`src/rtl/mem_port_arbiter.sv`:
```
// Shares one memory port between instruction fetch and load/store; MEM wins unless IF has waited MAX_STREAK grants.
// Latency: grant on the edge after the request, valid/err pulse on the cycle after bus_ready or timeout.
// Backpressure: requesters hold rq until their pulse; stall_if/stall_mem are combinational.
module mem_port_arbiter #(
    parameter int ADDR_W     = 32,
    parameter int MAX_STREAK = 4,
    parameter int TIMEOUT    = 255
) (
    input  logic              clk,
    input  logic              reset,
    input  logic              if_rq,
    input  logic [ADDR_W-1:0] if_addr,
    input  logic              if_flush,
    output logic              if_valid,
    output logic [31:0]       if_rdata,
    input  logic              mem_rq,
    input  logic              mem_we,
    input  logic [ADDR_W-1:0] mem_addr,
    input  logic [31:0]       mem_wdata,
    input  logic [3:0]        mem_wstrb,
    output logic              mem_valid,
    output logic [31:0]       mem_rdata,
    output logic              mem_err,
    output logic              bus_req,
    output logic              bus_we,
    output logic [ADDR_W-1:0] bus_addr,
    output logic [31:0]       bus_wdata,
    output logic [3:0]        bus_wstrb,
    input  logic              bus_ready,
    input  logic [31:0]       bus_rdata,
    output logic              stall_if,
    output logic              stall_mem
);

    typedef enum logic [1:0] {IDLE, GNT_IF, GNT_MEM, DROP_IF} state_t;

    state_t     state;
    logic [2:0] streak;
    logic [7:0] tmo_cnt;
    logic       streak_full;
    logic       tmo_last;

    assign streak_full = (streak == 3'(MAX_STREAK));
    assign tmo_last    = (tmo_cnt == 8'(TIMEOUT - 1));
    assign bus_req     = (state != IDLE);
    assign stall_if    = if_rq && !if_valid;
    assign stall_mem   = mem_rq && !mem_valid && !mem_err;

    always_ff @(posedge clk) begin
        if (reset) begin
            state     <= IDLE;
            streak    <= '0;
            tmo_cnt   <= '0;
            bus_we    <= 1'b0;
            bus_addr  <= '0;
            bus_wdata <= '0;
            bus_wstrb <= '0;
            if_valid  <= 1'b0;
            if_rdata  <= '0;
            mem_valid <= 1'b0;
            mem_rdata <= '0;
            mem_err   <= 1'b0;
        end else begin
            if_valid  <= 1'b0;
            mem_valid <= 1'b0;
            mem_err   <= 1'b0;
            case (state)
                IDLE: begin
                    if (!if_rq)
                        streak <= '0;
                    // MEM yields only once IF has been passed over MAX_STREAK times in a row
                    if (mem_rq && !(if_rq && streak_full)) begin
                        state     <= GNT_MEM;
                        tmo_cnt   <= '0;
                        bus_we    <= mem_we;
                        bus_addr  <= mem_addr;
                        bus_wdata <= mem_wdata;
                        bus_wstrb <= mem_wstrb;
                        if (if_rq)
                            streak <= streak + 3'd1;
                    end else if (if_rq && !if_flush) begin
                        state     <= GNT_IF;
                        tmo_cnt   <= '0;
                        streak    <= '0;
                        bus_we    <= 1'b0;
                        bus_addr  <= if_addr;
                        bus_wdata <= '0;
                        bus_wstrb <= '0;
                    end
                end
                GNT_MEM: begin
                    if (bus_ready) begin
                        state     <= IDLE;
                        mem_valid <= 1'b1;
                        mem_rdata <= bus_we ? 32'd0 : bus_rdata;
                    end else if (tmo_last) begin
                        state   <= IDLE;
                        mem_err <= 1'b1;
                    end else begin
                        tmo_cnt <= tmo_cnt + 8'd1;
                    end
                end
                GNT_IF: begin
                    if (bus_ready) begin
                        state <= IDLE;
                        if (!if_flush) begin
                            if_valid <= 1'b1;
                            if_rdata <= bus_rdata;
                        end
                    end else if (tmo_last) begin
                        state <= IDLE;
                    end else begin
                        tmo_cnt <= tmo_cnt + 8'd1;
                        if (if_flush)
                            state <= DROP_IF;
                    end
                end
                DROP_IF: begin
                    // the bus access is already in flight; wait it out silently
                    if (bus_ready || tmo_last)
                        state <= IDLE;
                    else
                        tmo_cnt <= tmo_cnt + 8'd1;
                end
                default: state <= IDLE;
            endcase
        end
    end

endmodule

```
`config.mk`:
```
export PLATFORM = sky130hd
export DESIGN_NAME = mem_port_arbiter
export DESIGN_NICKNAME = d
export VERILOG_FILES = /design/src/rtl/mem_port_arbiter.sv
export SDC_FILE = /design/constraint.sdc
export NUM_CORES = 1
export LEC_CHECK = 0
export CORE_AREA = 4 4 131 133
export DETAILED_ROUTE_END_ITERATION = 6
export DIE_AREA = 0 0 135 137
export PLACE_DENSITY = 0.75
export SLEW_MARGIN = 20
export SYNTH_ARGS = -nofsm -noshare
export SYNTH_HDL_FRONTEND = slang
export SYNTH_SLANG_ARGS = --single-unit
```
`constraint.sdc`:
```
create_clock -name clk -period 1.7 [get_ports clk]
set_clock_uncertainty 0.05 [all_clocks]
set_input_delay 0.17 -clock clk [delete_from_list [all_inputs] [get_ports clk]]
set_output_delay 0.17 -clock clk [all_outputs]
set_load 0.02 [all_outputs]
```
==> run summary, run 1 <==
die height -> 137 um
GRT Overall Usage -> 0.189
# rows -> 46
Critical Path AT -> 2050 ps
crit path from -> streak[0]
Post-DP Area -> 9030 sq um
failing checks -> negative setup slack
Max-cap violations -> 0
Final period util -> 1.03
Setup WS pre-CTS -> -337 ps
later-pin clock latency in the skew report -> 420 ps
Cell Area, Synth -> 5810 sq um
Routability Congestion -> 0.764
post-synth top area share -> 0.514
Filler cells -> 1,300
final wirelength -> 20,100 um
Mean Syn Cell Area -> 9.72 sq um
Pleak -> 3.84 nW
Reg clk slew, reported paths -> 70 ps
Ports -> 278
total die area -> 18,500 sq um
WS Path Type -> reg2reg
crit path to -> tmo_cnt[4]
area leader, netlist -> dfxtp_1
H-tree Lvls -> 4
worst-path maximum fanout -> 6
status -> finished with violations
I/O Buffers -> 277
Post-synth EDFFs -> 0
Hold Fails Final Rpt -> 0
ys flop type -> dfxtp_1
CP Data Required Time -> 2000 ps
slew margin rel. -> 0.650
worst min path class -> in2reg
Horiz. Die Dim -> 135 um
Clock Tree Buf Depth -> 2
FF-to-FF Start -> streak[0]
FF-to-FF End -> tmo_cnt[4]
Pins Over Slew Limit -> 0
cell depth of the worst setup path -> 8
CP max-delay cell -> or4_4
synth unique cells -> 46
worst vdd ir -> 0.698 mV
largest net degree at the start of global routing -> 65
Period minus WS final -> 1750 ps
Critical Path Source Type -> flip-flop
ratio of cells with drive above 1 in the final layout -> 0.206
CTS Root Cell -> clkbuf_16
Cell Chain, Critical Path -> inv_2, ha_4, a21boi_4, nor4_4, buf_4, buf_6, or4_4, a21oi_2
Critical Path Max Stage Delay -> 470 ps
Area contributors post-synth -> dfxtp_1 51%, mux2i_1 5.9%, a22o_1 4.8%
register-to-register setup slack -> -50 ps
drt first pass iters -> 4
1st-iter DRT viols -> 217
syn_nets -> 744
Worst Path Buf+Inv -> 3
Sink Count -> 149
# setup viols final -> 3
initial antenna violation count -> 0
CTS tree -> done
RSZ-0062 raised after global routing -> yes
overall overflow remaining after global route -> 0
Ys Warns -> 0
final hold slack -> 280 ps
CP top delay family -> simple AND/OR/NAND/NOR gates
P&R area growth vs syn -> 76.2%
core area -> 15,800 sq um
# nets final -> 1,057
Routed Antenna Nets -> 0
FF-to-FF path depth -> 8
starting density of the core -> 0.367
Worst-Margin Slew -> 526 ps
Inserted Clock Buffers -> 17
register bit count reported by yosys -> 149
DRC violations left -> 0
post-route cell area -> 10,200 sq um
sequential fraction of the synthesis area -> 0.514
first-pass GRT wire length -> 27,800 um
Via Count -> 5,687
hpwl dp -> 13,100 um
Mapped Cells -> 597
via count of the first global-routing pass -> 5,380
WL/cell -> 17.7 um
Power Dens Cells -> 1110 nW/um^2
vias per std cell -> 4.99
Worst setup EP type -> flip-flop
Peak Freq -> 572 MHz
ANT cells -> 0
Post-synth ARST share -> 0
slack of the critical path -> -47.5 ps
## logic make-up (layout without fill, tap and decap cells)
kind of cell             after synthesis  after routing  share of synthesized area
AO/OA/AOI/OAI                        172            172                      0.225
flip-flops                           149            149                      0.514
AND/OR/NAND/NOR                      175            175                      0.131
buffers and inverters                 59            385                     0.0550
multiplexers                          34             34                     0.0586
adder cells (fa/ha/maj)                8              8                     0.0172
## worst reg2reg max path, cell delays in order, from the launching register on
cell and delay (ps):
dfxtp_2 330, inv_2 50, ha_4 160, a21boi_4 160, nor4_4 60, buf_4 150, buf_6 120, or4_4 470
a21oi_2 130
## metrics by stage
step | power, mW | setup TNS (ps) | util | std cells
after floorplan | 5.69 | 0 | - | 597
after global placement | 7.06 | -13130 | 0.571 | 1089
after detailed placement | 7.10 | -14610 | 0.571 | 1089
after CTS | 11.0 | -32.5 | 0.618 | 1127
after global routing | 11.9 | -2290 | 0.646 | 1139
final | 11.4 | -63.9 | 0.646 | 1139
## state kept, by name, indices dropped and copies added, names as in the netlist
name / cells
bus_wstrb: 4
bus_addr: 32
state: 2
if_valid: 1
mem_rdata: 32
mem_valid: 1
mem_err: 1
bus_wdata: 32
bus_we: 1
tmo_cnt: 8
streak: 3
if_rdata: 32
## cells in the final DEF, fill, tap and decap left out, types with 10 or more instances in the layout
cell	instances
nor2_2	25
dfxtp_1	144
a22o_1	32
buf_4	39
a21oi_1	39
a211oi_2	26
nor2_1	46
buf_6	10
mux2i_1	33
nand2_1	70
clkdlybuf4s50_1	272
a22oi_1	37
clkbuf_16	22
## how the worst min path moves through the flow
stage	depth (start not counted)	endpoint	start	slack [ps]
after floorplan	1	mem_rdata[0]	bus_rdata[0]	250
after global routing	3	if_rdata[8]	bus_rdata[8]	270
after CTS	3	if_rdata[18]	bus_rdata[18]	260
after detailed placement	2	if_rdata[29]	if_rdata[29]	400
final	3	if_rdata[18]	bus_rdata[18]	280
after global placement	2	if_rdata[13]	if_rdata[13]	390
## routing by layer
layer	track usage	share of wire
met4	0.0655	0.010
met5	0	0
met3	0.0592	0.075
met2	0.316	0.49
met1	0.230	0.42
## cell type report
| cell class | count | area, sq um | area share |
|---|---|---|---|
| tap | 216 | 270 | 0.0264 |
| inverter | 11 | 41.3 | 0.00404 |
| timing repair buffer | 342 | 3490 | 0.342 |
| sequential | 149 | 2990 | 0.292 |
| multi-input combinational | 389 | 2840 | 0.277 |
| clock buffer | 18 | 429 | 0.0420 |
| clock inverter | 14 | 169 | 0.0165 |
## power by group
group          internal, mW  switching, mW
registers              3.85          0.219
clock network          2.09           1.63
logic                  1.79           1.81
total                  7.73           3.66
## synth_stat cells (2+ instances only)
master and count:
dfxtp_1 149, nor2_1 74, nand2_1 71, a21oi_1 42
a22oi_1 37, mux2i_1 34, a22o_1 32, a211oi_1 23
clkbuf_1 22, buf_2 12, a211oi_2 11, inv_1 11
buf_6 9, ha_1 8, o211ai_1 5, buf_4 4
nand3_1 4, o21ai_0 4, o31ai_1 4, a31oi_1 3
or3_1 3, or4_1 3, and2_1 2, and2b_4 2
and3_1 2, nand4_1 2, nor2b_1 2, nor3_1 2
nor4_1 2, o41ai_1 2
## repair_timing
action                     CTS  global route
setup buffers                8             3
hold buffers                 1             0
pin swaps                   23             9
gates resized for setup     36            69
hold endpoints to repair     1             0
gates cloned                 0             9
setup endpoints to repair   83           106
Power figures use the tool's default switching activity.
==> inputs of run 2 (changes only) <==
ABC_AREA = 1   (was not set)
CORE_AREA = 4 4 132 134   (was 4 4 131 133)
DIE_AREA = 0 0 136 138   (was 0 0 135 137)
PLACE_DENSITY = 0.77   (was 0.75)
RECOVER_POWER = 50   (was not set)
==> run 2 against run 1 <==
  * The run now ends clean
  * Maximum frequency grew 5.3%
  * Flip-flop and latch count did not move
  * Synthesized cell count increased by 40%
  * Setup slack improved by 88 ps
  * Non-clock buffer count decreased by 25
  * Register-to-register slack improved by 98 ps
  * Highest routed layer unchanged
  * Sequential share of layout area rose by 0.80 points
==> run summary, run 2 <==
Inserted Clock Buffers -> 17
post-synth top area share -> 0.487
overall overflow remaining after global route -> 0
Mapped Cells -> 838
Area contributors post-synth -> dfxtp_1 49%, nand2_1 14%, nand3_1 6.4%
final wirelength -> 19,800 um
CP max-delay cell -> clkdlybuf4s50_1
H-tree Lvls -> 4
largest net degree at the start of global routing -> 67
Hold Fails Final Rpt -> 0
core area -> 16,300 sq um
1st-iter DRT viols -> 391
Filler cells -> 1,450
switching power -> 4.19 mW
Post-DP Area -> 9160 sq um
GRT Overall Usage -> 0.198
clock network fraction of total power -> 0.298
Setup WS pre-CTS -> -73.6 ps
area leader, netlist -> dfxtp_1
CTS Hold Bufs -> 0
synth unique cells -> 32
# setup viols final -> 0
# rows -> 47
Pins Over Slew Limit -> 0
Sink Count -> 149
worst min path class -> in2reg
worst-path maximum fanout -> 2
most frequent cells in the layout -> 274 x clkdlybuf4s50_1, 233 x nand2_1, 145 x dfxtp_1
Multi-input gate area -> 2650 sq um
status -> completed
Critical Path AT -> 1440 ps
Switching Share -> 0.338
Max-cap violations -> 0
Combinational Power Share -> 0.355
Mean Syn Cell Area -> 7.31 sq um
drt first pass iters -> 4
Reg clk slew, reported paths -> 60 ps
Flop pwr share -> 0.348
initial antenna violation count -> 0
hpwl dp -> 13,400 um
vias per std cell -> 4.71
Cell Area, Synth -> 6130 sq um
CTS tree -> done
cell-internal power -> 8.22 mW
WS Path Type -> reg2out
Routability Congestion -> 0.819
CTS Root Cell -> clkbuf_16
register bit count reported by yosys -> 149
Critical Path Source Type -> flip-flop
total die area -> 18,800 sq um
CP top delay family -> buffers and inverters
Commonest cells post-synth -> 233 x nand2_1, 149 x dfxtp_1, 88 x nor2_1
Final period util -> 0.976
Horiz. Die Dim -> 136 um
slack of the critical path -> 40.6 ps
later-pin clock latency in the skew report -> 420 ps
register-to-register setup slack -> 50 ps
Post-synth ARST share -> 0
commonest non-fill, non-tap cell in the layout -> clkdlybuf4s50_1
Period minus WS final -> 1660 ps
WL/cell -> 14.6 um
Worst-Margin Slew -> 367 ps
DRC violations left -> 0
I/O Buffers -> 277
cell with the most instances after synthesis -> nand2_1
Critical Path Max Stage Delay -> 660 ps
ratio of cells with drive above 1 in the final layout -> 0.0883
worst vdd ir -> 0.773 mV
via count of the first global-routing pass -> 5,954
die height -> 138 um
post-route cell area -> 9950 sq um
ys flop type -> dfxtp_1
P&R area growth vs syn -> 62.4%
first-pass GRT wire length -> 30,200 um
setup TNS -> 0 ps
slew margin rel. -> 0.756
Post-synth EDFFs -> 0
Seq. cell area -> 2990 sq um
Cell Chain, Critical Path -> clkdlybuf4s50_1
Routed Antenna Nets -> 0
sequential fraction of the synthesis area -> 0.487
ANT cells -> 0
CP Data Required Time -> 1480 ps
starting density of the core -> 0.376
Clock Tree Buf Depth -> 2
Worst setup EP type -> output port
Ports -> 278
# nets final -> 1,267
syn_nets -> 985
Ys Warns -> 0
Peak Freq -> 603 MHz
fin util -> 0.611
Via Count -> 6,363
Power Dens Cells -> 1250 nW/um^2
Worst Path Buf+Inv -> 1
Pleak -> 4.08 nW
-- run 2: cell types whose count changed after synthesis, sizes merged, moves of 32 or more --
cell | previous run | this run
nand3 | 4 | 80
a22oi | 37 | 0
nand2 | 71 | 238
o21ai | 5 | 70
inv | 11 | 60
mux2i | 34 | 0
a21oi | 42 | 79
a22o | 32 | 0
a211oi | 34 | 0
-- run 2: path summary, 6_finish.rpt --
path	from	end	cells after the start
setup / recovery	if_valid	if_valid	1
hold / removal	mem_wdata[28]	bus_wdata[28]	3
setup reg to reg	streak[1]	bus_wdata[4]	10
hold reg to reg	if_rdata[2]	if_rdata[2]	2
-- run 2: timing repair --
item                                   CTS  global route
pin swaps                                0             7
gates resized for setup                  4            18
cloned                                   0             7
endpoints found under the hold margin    0             0
setup endpoints to repair               16            49
buffers inserted                         0             6
-- run 2: cell families (layout without fill, tap and decap cells) --
kind of cell | Yosys count | in the layout | synth area share
fa+ha+maj | 8 | 8 | 0.0163
flops | 149 | 149 | 0.487
buf+inv | 116 | 408 | 0.0902
simple gates | 413 | 415 | 0.279
compound gates | 152 | 152 | 0.128
-- run 2: layer usage --
metal / track usage / share of wire
met1: 0.232 / 0.41
met3: 0.0560 / 0.069
met2: 0.337 / 0.49
met5: 0 / 0
met4: 0.0801 / 0.030
-- run 2: area by class of cell --
type                       instances  area share
tap                              220      0.0277
clock buffer                      17      0.0427
clock inverter                    14      0.0153
inverter                          60      0.0231
sequential                       149       0.300
timing repair buffer             317       0.325
multi-input combinational        575       0.266
-- run 2: worst reg2reg max path, delay by kind of cell (launching register included) --
kind | cells | cell delay [ps]
buffers and inverters | 4 | 500
AOI/OAI and AO/OA | 1 | 140
adders and majority gates | 1 | 180
DFF | 1 | 320
and+or+nand+nor | 4 | 390
-- run 2: power by group through the flow --
stage          registers (mW)  logic, mW  clock network (mW)
2_1_floorplan            4.96       1.63                   0
3_3_place_gp             4.36       4.05                   0
3_5_place_dp             4.38       4.08                   0
4_1_cts                  4.31       4.12                3.79
5_1_grt                  4.39       4.78                3.94
6_report                 4.32       4.40                3.70
-- run 2: stage by stage --
stage / total power [mW] / instances / hold slack (ps)
6_report: 12.4 / 1352 / 256
5_1_grt: 13.1 / 1352 / 256
4_1_cts: 12.2 / 1340 / 239
3_5_place_dp: 8.46 / 1309 / 384
3_3_place_gp: 8.41 / 1309 / 379
2_1_floorplan: 6.59 / 838 / 197
==> inputs of run 3 (changes only) <==
TNS_END_PERCENT = 1   (was not set)
==> run 3 against run 2 <==
  * Total power fell by 0.44%
  * Count of clock-buffer cells in the layout unchanged
  * Sequential share of layout area up 0.11 points
  * Sequential power about the same
  * Register-to-register slack improved by 20 ps
  * Die area stayed put
  * Largest cell class unchanged
==> run summary, run 3 (same netlist as run 2, synthesis figures left out) <==
clock network fraction of total power -> 0.298
Max-cap violations -> 0
ANT cells -> 0
CP Data Required Time -> 1480 ps
Routability Congestion -> 0.819
# setup viols final -> 0
CTS Hold Bufs -> 0
Routed Antenna Nets -> 0
core area -> 16,300 sq um
Via Count -> 6,332
switching power -> 4.17 mW
final wirelength -> 19,700 um
Filler cells -> 1,462
Hold Crit Depth -> 3
worst min path class -> in2reg
Switching Share -> 0.338
CTS tree -> done
Sink Count -> 149
fin util -> 0.609
Worst Path Buf+Inv -> 1
Critical Path AT -> 1440 ps
Inserted Clock Buffers -> 17
I/O Buffers -> 277
WS Path Type -> reg2out
hpwl dp -> 13,400 um
hold wc startpoint -> mem_wdata[28]
commonest non-fill, non-tap cell in the layout -> clkdlybuf4s50_1
RSZ-0062 raised after global routing -> yes
most frequent cells in the layout -> 274 x clkdlybuf4s50_1, 233 x nand2_1, 146 x dfxtp_1
die height -> 138 um
Pleak -> 4.06 nW
P&R area growth vs syn -> 61.8%
GRT Overall Usage -> 0.198
Final period util -> 0.976
ratio of cells with drive above 1 in the final layout -> 0.0850
initial antenna violation count -> 0
WL/cell -> 14.6 um
Hold Fails Final Rpt -> 0
Flop pwr share -> 0.349
# nets final -> 1,265
DRC violations left -> 0
later-pin clock latency in the skew report -> 410 ps
total die area -> 18,800 sq um
cell depth of the worst setup path -> 1
drt first pass iters -> 5
Critical Path Max Stage Delay -> 660 ps
first-pass GRT wire length -> 30,200 um
1st-iter DRT viols -> 417
starting density of the core -> 0.376
largest net degree at the start of global routing -> 67
Clock Tree Buf Depth -> 2
worst vdd ir -> 0.764 mV
H-tree Lvls -> 4
cell-internal power -> 8.19 mW
Reg clk slew, reported paths -> 60 ps
Ports -> 278
Overall Power -> 12.4 mW
overall overflow remaining after global route -> 0
slew margin rel. -> 0.738
crit path from -> if_valid
Seq. cell area -> 2990 sq um
CTS Root Cell -> clkbuf_16
Multi-input gate area -> 2650 sq um
worst-path maximum fanout -> 2
CP max-delay cell -> clkdlybuf4s50_1
via count of the first global-routing pass -> 5,954
FF-to-FF path depth -> 10
Combinational Power Share -> 0.353
Critical Path Source Type -> flip-flop
Period minus WS final -> 1660 ps
Pins Over Slew Limit -> 0
Peak Freq -> 603 MHz
Worst setup EP type -> output port
# rows -> 47
Worst-Margin Slew -> 395 ps
FF-to-FF Start -> streak[1]
Cell Chain, Critical Path -> clkdlybuf4s50_1
status -> completed
vias per std cell -> 4.69
final hold slack -> 259 ps
Power Dens Cells -> 1250 nW/um^2
CP top delay family -> buffers and inverters
Horiz. Die Dim -> 136 um
[run 3: changes by cell type in the layout (fill, tap and decap cells not counted), sizes merged]
| cell | before | now |
|---|---|---|
| clkbuf | 21 | 23 |
| buf | 38 | 34 |
[run 3: tightest hold or removal path, cell delays in order]
cell and delay (ps):
clkdlybuf4s50_1 390, nand2_1 60, a21oi_1 50
[run 3: final timing paths]
path | slack [ps] | endpoint
setup / recovery | 40 | if_valid
hold / removal | 260 | bus_wdata[28]
setup reg to reg | 70 | bus_wdata[22]
hold reg to reg | 390 | if_rdata[2]
[run 3: power by group through the flow]
| stage | combinational, mW | clock (mW) | sequential [mW] |
|---|---|---|---|
| after detailed placement | 4.08 | 0 | 4.38 |
| after floorplan | 1.63 | 0 | 4.96 |
| after global placement | 4.05 | 0 | 4.36 |
| after global routing | 4.75 | 3.94 | 4.39 |
| after CTS | 4.12 | 3.79 | 4.31 |
| final | 4.37 | 3.68 | 4.32 |
[run 3: layer usage]
layer  up-vias  track usage  part of all wire
met4         0       0.0801             0.030
met3        38       0.0560             0.070
met1      2855        0.232              0.41
li1       3244            -                 -
met2       195        0.337              0.49
met5         -            0                 0
[run 3: timing repair]
item / CTS / global route
setup buffers: 0 / 3
gates cloned: 0 / 7
resized for setup: 4 / 17
endpoints found under the setup margin: 16 / 49
hold endpoints to repair: 0 / 0
pin swaps: 0 / 5
[run 3: final cells by class]
type | count | area share
clock inverter | 14 | 0.0154
sequential | 149 | 0.301
clock buffer | 17 | 0.0429
multi-input combinational | 575 | 0.267
tap | 220 | 0.0278
inverter | 60 | 0.0232
timing repair buffer | 315 | 0.323
[run 3: stage by stage]
stage / instances / area, sq um / setup WS (ps) / TNS, ps
floorplan: 838 / 6130 / 141 / 0
global placement: 1309 / 9160 / -55.2 / -1030
detailed placement: 1309 / 9160 / -73.6 / -1530
CTS: 1340 / 9750 / 12.6 / 0
global route: 1350 / 9910 / -20.4 / -46.4
finish: 1350 / 9910 / 40.5 / 0
==> RTL edit 1: new RTL, settings of run 1 <==
Encoding of `state_t`: now one-hot (4 bits for 4 states).
--- a/src/rtl/mem_port_arbiter.sv
+++ b/src/rtl/mem_port_arbiter.sv
@@ -34,3 +34,3 @@
 
-    typedef enum logic [1:0] {IDLE, GNT_IF, GNT_MEM, DROP_IF} state_t;
+    typedef enum logic [3:0] {IDLE = 4'b0001, GNT_IF = 4'b0010, GNT_MEM = 4'b0100, DROP_IF = 4'b1000} state_t;
 
Check against the original RTL: same outputs for any inputs over 4 cycles, from zero or initial values and one cycle with reset high; so few cycles prove little.
==> RTL edit 1 against run 1 <==
- wire length up 0.36%
- sequential cell count up 2
- hold slack worse by 8.7 ps
- synthesized area up 3.1%
- combinational power down 35%
- design area down 0.44%
- highest routed layer unchanged
- setup slack better by 50 ps
- count of clock-buffer cells in the layout unchanged
- synthesized cell count up 7.7%
- critical path type unchanged
- sequential share of layout area up 0.52 points
- maximum frequency up 3.0%
- power down 14%
==> RTL edit 1: results (changes against run 1) <==
Status
  – Outcome: finished, final reports clean

Finish
  – Multi-In Gates: 433 (+11%)
  – Fill cell count: 1273 (-2.1%)
  – Final instance area: 10180 um2 (-0.44%)
  – Layout cell share with drive strength beyond 1: 16.72% (-3.9 points)
  – Count of non-CTS buffers in the layout: 340 (-0.58%)
  – Finished Layout Cells: 1179 (+3.5%)
  – Clock buffers and inverters, area share: 5.467% (-0.38 points)
  – Signal inverters: 7 (-4)
  – Fraction of area in registers: 29.74% (+0.52 points)
  – NonClk Buf Share: 34.84% (+0.68 points)
  – Fraction of area in multi-input gates: 27.04% (-0.69 points)

Placement
  – Pre-CTS setup slack: -290.1 ps (+46.79 ps)
  – Gpl congestion: 0.7737 (+1.3%)
  – Dpl hpwl: 13530 um (+3.2%)
  – DP Cell Count: 1132 (+3.9%)

Synth
  – Top cells by area, synth: dfxtp_1 (50%), nand2_1 (8.5%), a311oi_2 (5.5%)
  – Post-Synthesis Mean Instance Area: 9.313 um2 (-4.2%)
  – Area share of the largest cell type after synthesis: 50.48% (-0.90 points)
  – Ys flop type: dfxtp_1
  – Synth Instances: 643 (+7.7%)
  – Seq/Total Area, Yosys: 50.48% (-0.90 points)
  – Cell variety after synth: 52 (+13%)
  – Post-synthesis net count: 786 (+5.6%)
  – Synth cell count leaders: dfxtp_1 (151), nand2_1 (136), nor2_1 (68)

Critical path
  – R2R Setup Slk: 3 ps (+50 ps)
  – Critical path's top delay family: compound AO/OA/AOI/OAI gates
  – Crit path max fanout: 3 (-3)
  – Peak per-stage delay on the critical path: 420 ps (-50 ps)
  – Crit path from: streak[1]
  – Arr. time, crit path: 1980 ps (-70 ps)
  – Critical path's slowest cell: a2111o_1

Detailed routing
  – Met2 wire len: 9970 um (+1.2%)
  – Via Count: 5959 (+4.8%)
  – Final WL: 20190 um (+0.36%)
  – Metal-1 WL: 7878 um (-7.8%)
  – Met3 WL post-DR: 2007 um (+33%)

Global route
  – Largest net degree at the start of global routing: 40 (-38%)
  – First-pass GRT wire length: 29650 um (+6.6%)
  – GRT Resource Usage Total: 20.17% (+1.3 points)
  – GR Util met2: 35.08% (+3.4 points)

Power and ir drop
  – Sw frac: 29.20% (-2.9 points)
  – Sequential power share: 39.8% (+4.0 points)
  – Power, Total: 0.009769 W (-14%)
  – P_leak: 3.788 nW (-1.3%)

Clock tree
  – H-tree depth: 4 (unchanged)
  – Num Clock Sinks: 151 (+1.3%)

Hold path
  – WHS Endpoint: bus_addr[15]
  – Min-Delay Startpoint: mem_addr[15]
-- RTL edit 1: cell count changes after synthesis, sizes merged, moves of 3 or more --
cell	before	now
a211oi	34	4
a21oi	42	37
a311oi	0	33
and3	2	6
buf	26	23
clkbuf	22	29
ha	8	4
inv	11	7
mux2i	34	2
nand2	71	136
nand3	4	9
nor2	74	78
o31ai	5	1
-- RTL edit 1: repair_timing --
item / CTS / global route
pin swaps: 2 / 8
gates cloned: 0 / 7
hold buffers: 1 / 0
buffers inserted: 0 / 7
setup endpoints to repair: 38 / 127
resized for setup: 11 / 32
hold endpoints to repair: 2 / 0
-- RTL edit 1: logic make-up (layout without fill, tap and decap cells) --
group                    count (synthesis)  in the layout  share of synthesized area, %
XOR/XNOR                                 1              1                        0.2717
multiplexers                             2              2                        0.3343
buffers and inverters                   59            379                         5.349
AO/OA/AOI/OAI                          170            170                         23.97
adder cells (fa/ha/maj)                  4              4                        0.8358
AND/OR/NAND/NOR                        256            256                         18.76
flip-flops                             151            151                         50.48
==> RTL edit 2: new RTL, settings of run 1 <==
Without the edit above. Set the parameter `ADDR_W` to 40 (it was 32).
--- a/src/rtl/mem_port_arbiter.sv
+++ b/src/rtl/mem_port_arbiter.sv
@@ -4,3 +4,3 @@
 module mem_port_arbiter #(
-    parameter int ADDR_W     = 32,
+    parameter int ADDR_W     = 40,
     parameter int MAX_STREAK = 4,
Interface: changed (resized bus_addr, if_addr and mem_addr); port bits go from 278 to 302. No check against the original RTL was run, so the function may have changed too.
==> RTL edit 2 against run 1 <==
- the flow still finishes with violations (negative setup slack)
- design area grew 9.4%
- synthesized area grew 4.2%
- setup slack lost 65 ps
- sequential share of layout area shrank 1.1 points
- non-clock buffer count grew 36
- final cell count grew 9.0%
- via count grew 12%
- core utilization grew 6.1 points
- global-route usage grew 3.0 points
- sequential cell count grew 8
- wire length grew 12%
- power grew 9.7%
==> RTL edit 2: results (changes against run 1) <==
Finish
  – Signal inverters: 8 (-3)
  – CLK BUF: 19 (+1)
  – Area occupied by multi-input gates: 3157 um2 (+11%)
  – Clock buffers and inverters, area share: 4.987% (-0.86 points)
  – Finished Layout Cells: 1242 (+9.0%)
  – Count of non-CTS buffers in the layout: 378 (+11%)
  – Layout cell share with drive strength beyond 1: 22.61% (+2.0 points)

Hold path
  – Min-Delay Startpoint: reset

Power and ir drop
  – P_leak: 4.211 nW (+9.7%)
  – PD cells: 1116 nW/um2 (+0.29%)
  – Clock share of power: 29.0% (-3.7 points)
  – Sw frac: 31.79% (-0.31 points)

Global route
  – Met3 Use GR: 6.250% (+0.33 points)
  – GR Util met2: 36.52% (+4.9 points)
  – Largest net degree at the start of global routing: 58 (-11%)
  – Via count of the first global-routing pass: 6179 (+15%)

Clock tree
  – Num Clock Sinks: 157 (+5.4%)
  – Post-cts resize count: 47 (+31%)

Detailed routing
  – Met2 wire len: 11320 um (+15%)
  – Metal-1 WL: 8950 um (+4.8%)
  – Final WL: 22450 um (+12%)
  – Met3 WL post-DR: 1495 um (-1.3%)
  – Detail-routed via count per cell: 5.140 (+2.9%)

Status
  – Outcome: complete, but fails checks
  – Failing checks: negative setup slack

Placement
  – Port Buf Inserts: 301 (+8.7%)
  – Dpl hpwl: 14200 um (+8.3%)
  – Area after DPL: 9558 um2 (+5.8%)

Synth
  – Synth Instances: 672 (+13%)
  – Cell variety after synth: 48 (+4.3%)
  – Seq/Total Area, Yosys: 51.93% (+0.55 points)
  – Post-synthesis net count: 835 (+12%)

Timing
  – Final setup violation count: 82 (+79)
  – Worst Tran Pin Value: 482.1 ps (-43.63 ps)
  – Setup slack after layout: -112.2 ps (-64.66 ps)

Critical path
  – Critical path's top delay family: buffers and inverters
  – Arr. time, crit path: 2120 ps (+70 ps)
  – Crit path max fanout: 9 (+3)
==> RTL edit 2: cell count changes after synthesis, sizes merged, moves of 3 or more <==
cell           run 1  this run
nor2              74        81
nand2             71       149
clkbuf            22        31
o211ai             5         1
dfxtp            149       157
mux2i             34         1
a311oi             0        40
nand4              2         5
inv               11         8
a211oi            34         4
==> RTL edit 2: path summary, 6_finish.rpt <==
path                            cells past startpoint            end  slack, ps
worst max register to register                     10  bus_wdata[18]       -110
worst max-delay path                               10  bus_wdata[18]       -110
worst min-delay path                                2    if_rdata[1]        170
worst min register to register                      2    if_rdata[1]        400
==> RTL edit 2: cells by family (layout without fill, tap and decap cells) <==
logic type / Yosys count / in the layout / share of synthesized area [%]
AND/OR/NAND/NOR: 260 / 260 / 17.84
multiplexers: 1 / 1 / 0.1654
flip-flops: 157 / 157 / 51.93
AO/OA/AOI/OAI: 181 / 182 / 22.84
buffers and inverters: 65 / 418 / 5.561
adder cells (fa/ha/maj): 8 / 8 / 1.654
